### src/rtl/inst_fetch_queue_pkg.sv
// inst_fetch_queue_pkg: shared IF/ID pipeline definitions for the fetch queue.
// Rev 1.0
`default_nettype none

package inst_fetch_queue_pkg;

  localparam int XLEN = 32;

  // addi x0,x0,0 -- what ID sees whenever the queue has nothing to offer
  localparam logic [XLEN-1:0] NOP_INST = 32'h0000_0013;

  typedef struct packed {
    logic [XLEN-1:0] pc;
    logic [XLEN-1:0] inst;
  } fetch_entry_t;

  function automatic int count_width(input int depth);
    return $clog2(depth) + 1;
  endfunction

endpackage

`default_nettype wire

### src/rtl/inst_fetch_queue_sync_fifo_flush.sv
// sync_fifo_flush: DEPTH x W synchronous FIFO with a single-cycle flush.
// Rev 1.0
`default_nettype none

module sync_fifo_flush #(
  parameter int W     = 64,
  parameter int DEPTH = 4
) (
  input  logic                   clk,
  input  logic                   rst_n,
  input  logic                   push,
  input  logic [W-1:0]           wdata,
  input  logic                   pop,
  input  logic                   flush,
  output logic [W-1:0]           rdata,
  output logic [$clog2(DEPTH):0] count,
  output logic                   full,
  output logic                   empty
);

  localparam int AW = $clog2(DEPTH);
  localparam int CW = AW + 1;
  localparam logic [CW-1:0] DEPTH_C = CW'(DEPTH);

  logic [W-1:0]  mem [DEPTH];
  logic [AW-1:0] wr_ptr;
  logic [AW-1:0] rd_ptr;
  logic          do_push;
  logic          do_pop;

  assign full  = (count == DEPTH_C);
  assign empty = (count == '0);

  // A push into a full FIFO is only legal when the head leaves in the same cycle
  assign do_push = push & (~full | pop);
  assign do_pop  = pop & ~empty;

  assign rdata = mem[rd_ptr];

  always_ff @(posedge clk or negedge rst_n) begin
    if (!rst_n) begin
      wr_ptr <= '0;
      rd_ptr <= '0;
      count  <= '0;
      for (int i = 0; i < DEPTH; i++) begin
        mem[i] <= '0;
      end
    end else if (flush) begin
      wr_ptr <= '0;
      rd_ptr <= '0;
      count  <= '0;
    end else begin
      if (do_push) begin
        mem[wr_ptr] <= wdata;
        wr_ptr      <= wr_ptr + 1'b1;
      end
      if (do_pop) begin
        rd_ptr <= rd_ptr + 1'b1;
      end
      case ({do_push, do_pop})
        2'b10:   count <= count + 1'b1;
        2'b01:   count <= count - 1'b1;
        default: count <= count;
      endcase
    end
  end

endmodule

`default_nettype wire

### src/rtl/inst_fetch_queue.sv
// inst_fetch_queue: pairs fetch addresses with next-cycle memory data and queues them for ID.
// Rev 1.0
`default_nettype none

module inst_fetch_queue #(
  parameter int              XLEN     = inst_fetch_queue_pkg::XLEN,
  parameter int              DEPTH    = 4,
  parameter logic [XLEN-1:0] NOP_INST = inst_fetch_queue_pkg::NOP_INST
) (
  input  logic            clk,
  input  logic            rst_n,
  input  logic            ce,
  input  logic [XLEN-1:0] inst_addr,
  input  logic [XLEN-1:0] inst_rdata,
  input  logic            jmp,
  input  logic            jmp_from_ex,
  output logic            if_stall,
  output logic            id_valid,
  input  logic            id_ready,
  output logic [XLEN-1:0] id_pc,
  output logic [XLEN-1:0] id_inst
);

  import inst_fetch_queue_pkg::*;

  localparam int CW = count_width(DEPTH);
  localparam logic [CW-1:0] LAST_SLOT = CW'(DEPTH - 1);

  logic            flush;
  logic            accept;
  logic            push;
  logic            pop;
  logic            req_v;
  logic [XLEN-1:0] req_pc;
  logic [2*XLEN-1:0] head;
  logic [CW-1:0]   count;
  logic            full;
  logic            empty;

  assign flush = jmp | jmp_from_ex;

  // count + req_v >= DEPTH, built from registers only so ID never reaches IF combinationally
  assign if_stall = full | (req_v & (count == LAST_SLOT));

  assign accept = ce & ~if_stall & ~flush;

  always_ff @(posedge clk or negedge rst_n) begin
    if (!rst_n) begin
      req_v  <= 1'b0;
      req_pc <= '0;
    end else begin
      req_v <= accept;
      if (accept) begin
        req_pc <= inst_addr;
      end
    end
  end

  assign push = req_v & ~flush;
  assign pop  = id_valid & id_ready;

  sync_fifo_flush #(
    .W     (2 * XLEN),
    .DEPTH (DEPTH)
  ) u_fifo (
    .clk   (clk),
    .rst_n (rst_n),
    .push  (push),
    .wdata ({req_pc, inst_rdata}),
    .pop   (pop),
    .flush (flush),
    .rdata (head),
    .count (count),
    .full  (full),
    .empty (empty)
  );

  assign id_valid = ~empty & ~flush;
  assign id_pc    = id_valid ? head[2*XLEN-1:XLEN] : '0;
  assign id_inst  = id_valid ? head[XLEN-1:0]      : NOP_INST;

endmodule

`default_nettype wire

### config.mk
export PLATFORM = sky130hd
export DESIGN_NAME = inst_fetch_queue
export DESIGN_NICKNAME = d
export VERILOG_FILES = /design/src/rtl/inst_fetch_queue_pkg.sv /design/src/rtl/inst_fetch_queue_sync_fifo_flush.sv /design/src/rtl/inst_fetch_queue.sv
export SDC_FILE = /design/constraint.sdc
export NUM_CORES = 1
export LEC_CHECK = 0
export ABC_AREA = 1
export BUFFER_PORTS_ARGS = -buffer_cell sky130_fd_sc_hd__buf_4
export CORE_MARGIN = 1
export CORE_UTILIZATION = 60
export DETAILED_ROUTE_END_ITERATION = 8
export HOLD_SLACK_MARGIN = 0.12
export PLACE_DENSITY_LB_ADDON = 0.1
export SETUP_SLACK_MARGIN = 0.15
export SLEW_MARGIN = 20
export SYNTH_ARGS = -nofsm -noshare
export SYNTH_HDL_FRONTEND = slang
export SYNTH_HIERARCHICAL = 1
export SYNTH_SLANG_ARGS = --single-unit
### constraint.sdc
create_clock -name clk -period 4.95 [get_ports clk]
set_input_delay 0.99 -clock clk [delete_from_list [all_inputs] [get_ports clk]]
set_output_delay 0.99 -clock clk [all_outputs]
set_load 0.02 [all_outputs]
==> out/metrics.sh <==
GRT_PASS1_WL_MM=63.53
FIN_CRIT_NS=4.136
CP_DATA_ARRIVAL_TIME_NS=3.15
DPL-INSTANCE-AREA_MM2=0.01558
CTS_HOLD_BUF=0
POST_CTS.REPAIR.SETUP_BUFFERS=0
TOTAL_VIAS_IN_THE_FINAL_ROUTE=12720
HP-CLASS='flop to flop'
POWER.LEAKAGE_nW=8.758
CTS_BUFFER_DEPTH=3
WORSTPATHCELLLIST='buf_4 -> o21ai_0 -> o22ai_1 -> inv_1 -> nor2_4 -> buf_4'
SYNTHESIZED_NETS=1899
R2R_SETUP_SLACK_NS=1.23
CTS_TREE='done'
MAX_SLEW_MARGIN_PCT=33.38
DRCVIOLATIONCOUNT=0
NUMBER_OF_NETS_IN_THE_FINAL_LAYOUT=1950
R2R-END='u_fifo/mem[238]$_DFFE_PN0P_'
SYNTHDISTINCTLIBCELLS=29
FINISH.INSTANCE_AREA_MM2=0.01661
MAXIMUM_NUMBER_OF_PINS_ON_ONE_NET_BEFORE_GLOBAL_ROUTE_REPAIR=131
NUM_ANTENNA_CELLS=0
DRT-INITIAL-DRC-COUNT=1141
WORST-R2R-CELL-COUNT=12
SYN_AVG_CELL_AREA_UM2=8.072
RUN_STATUS='complete, no violations'
CP_MAX_FO=80
CRITICAL_PATH.N_BUFFERS_INVERTERS=3
FLOW.AREA_GROWTH_FROM_SYNTHESIS_PCT=12.81
CP-START-KIND='flop'
FINALSETUPVIOLCOUNT=0
DIE-AREA_MM2=0.02517
MAX_CLOCK_FREQ_MHz=241.8
POST-ROUTE-PERIOD-UTIL_PCT=83.56
HOLD_PATH_END='u_fifo/mem[133]$_DFFE_PN0P_'
CORE_AREA_MM2=0.02375
GRT_PASS1_VIAS=12260
ROWS=56
WORSTREG2REGSTART='u_fifo/count[0]$_DFFE_PN0P_'
INITIAL_UTILIZATION_PCT=61.99
YS_SEQ_AREA_SHARE_PCT=50.31
TIMING_WORST_SETUP_PATH_TYPE='flop to output pin'
SETUP-TNS-FINAL_NS=0
ANTENNA_VIOLATIONS_BEFORE_REPAIR=0
SYN_INST=1824
PORT-BUFFER-COUNT=135
CRIT_REQUIRED_NS=3.96
WL_PER_CELL_UM=17.64
HOLDWS_NS=0.4707
WORST_PATH_MAX_DELAY_CELL='sky130_fd_sc_hd__dfrtp_4'
VDD_IR_DROP_MAX_mV=0.2424
CTS_BUFFERS=31
POSTLAYOUTCOREUTIL_PCT=69.93
WORSTMARGINPINSLEW_NS=0.9993
POST_CTS_SIZING_COUNT=0
DRV_CAP=0
SETUP.WORST_PATH.END_CLASS='output pin'
MIN_DELAY_STARTPOINT='u_fifo/mem[133]$_DFFE_PN0P_'
FINALWIRELENGTH_MM=39.08
SLOWEST_DELAY_NS=0.80
PATH_CLK_SLEW_NS=0.06
SYNTH.FF_LATCH_COUNT=296
P_PER_AREA_mW_PER_MM2=326.7
MIN_PATH_CELLS=2
DRTANTENNAVIOLNETS=0
FILLERS=1964
VIASPERCELL=5.740
CLOCK_SKEWS_NS=0.01273
CP_TOP_FAMILY='buffers and inverters'
CLK-INSERTION-DELAY-LATE_NS=0.57
FLOORPLAN.DIE.WIDTH_UM=158.7
GRT_USAGE_PCT=32.28
DR.PASS1.ITERS=5
CLOCK-SINKS=296
LAYOUT-DRIVE-GT1-SHARE_PCT=14.76
DIE_HEIGHT_UM=158.7
CRITPATHMOSTFREQUENTCELL='sky130_fd_sc_hd__buf_4'
REPORT.FINAL.HOLD_VIOL_COUNT=0
SYN_AREA_MM2=0.01472
HTREEDEPTH=1
TIMING.FINAL.MAX_SLEW_VIOLATIONS=0
YOSYS_WARNINGS=6
RSZ0062_AT_GRT='false'
GR-TOTAL-OVERFLOW=0
DP_HPWL_MM=20.67
CLK_ROOT_BUFFER_CELL='sky130_fd_sc_hd__clkbuf_16'
GLOBALPLACE.CONGESTION=0.8022
IO_PINS=136
[Yosys cell counts (all sizes together)]
cell type,number,share of area [%]
nand2,590,15
o21ai,388,13
dfrtp,296,50
nor2,200,8.0
inv,86,2.2
buf,81,4.2
o22ai,64,2.7
clkbuf,60,1.5
nand4,34,1.4
nand3,11,0.49
ha,4,0.34
a21oi,3,0.10
or2,3,0.13
clkinv,1,0.025
fa,1,0.14
nor3,1,0.034
xnor2,1,0.059
[registers in the layout, summed over array words and instances, names as in the netlist]
| signal | cells |
|---|---|
| u_fifo/mem | 256 |
| req_pc | 32 |
| u_fifo/count | 3 |
| u_fifo/rd_ptr | 2 |
| u_fifo/wr_ptr | 2 |
| req_v | 1 |
[layout by cell type, fill, tap and decap left out, drive strengths merged, types with 3 or more instances in the layout]
| cell | n |
|---|---|
| inv | 87 |
| or2 | 3 |
| clkinv | 6 |
| dfrtp | 296 |
| o21ai | 388 |
| a21oi | 3 |
| ha | 4 |
| clkbuf | 46 |
| nand3 | 11 |
| buf | 159 |
| o22ai | 64 |
| nand4 | 34 |
| nand2 | 590 |
| nor2 | 200 |
[final cells by class]
class	instances	area, µm²	area share, %
clock buffer	46	922.1	5.551
clock inverter	9	105.1	0.6327
inverter	87	334.1	2.011
multi-input combinational	1300	6150	37.02
sequential	296	7412	44.62
tap	319	399.1	2.403
timing repair buffer	159	1289	7.758
[power by group]
group          internal (W)  switching [W]  total [W]
combinational      0.000155       0.000285   0.000441
sequential          0.00254       0.000102    0.00264
clock               0.00138       0.000959    0.00234
total               0.00408        0.00135    0.00543
[layer usage]
metal	routed length [µm]	vias up	track usage (%)
met5	0	-	0
met1	16330	6049	44.51
met4	755	0	9.295
met2	18690	600	53.36
met3	3310	52	4.573
li1	-	6018	-
[cells by family (layout without fill, tap and decap cells)]
logic type | count (synthesis) | after routing | share of synthesized area, %
XOR/XNOR | 1 | 1 | 0.05949
AO/OA/AOI/OAI | 455 | 455 | 16.01
buffers and inverters | 228 | 301 | 7.928
adder cells (fa/ha/maj) | 5 | 5 | 0.4759
AND/OR/NAND/NOR | 839 | 839 | 25.22
flip-flops | 296 | 296 | 50.31
[worst min-delay path, cell delays in order, from the launching register on]
cell and delay (ns):
sky130_fd_sc_hd__dfrtp_1 0.33, sky130_fd_sc_hd__o21ai_1 0.06, sky130_fd_sc_hd__nand2_1 0.05
[worst max-delay path by stage]
stage,startpoint,endpoint,slack (ns),depth (start not counted)
global route,u_fifo/count[1]$_DFFE_PN0P_,id_inst[31],0.70,8
finish,u_fifo/rd_ptr[0]$_DFFE_PN0P_,id_inst[15],0.81,6
floorplan,jmp,id_inst[10],2.16,6
CTS,u_fifo/count[0]$_DFFE_PN0P_,id_inst[31],0.85,8
global placement,jmp,u_fifo/mem[236]$_DFFE_PN0P_,1.07,12
detailed placement,jmp,u_fifo/mem[238]$_DFFE_PN0P_,0.95,12
[per-stage QoR]
stage          power [W]  std cells  worst slack, ns
2_1_floorplan   0.002933       1824            2.161
3_3_place_gp    0.003116       2161            1.068
3_5_place_dp    0.003129       2161           0.9503
4_1_cts         0.005455       2216           0.8497
5_1_grt         0.005623       2216           0.6999
6_report        0.005427       2216           0.8136
Note: power is estimated with default switching activity, not from simulation.
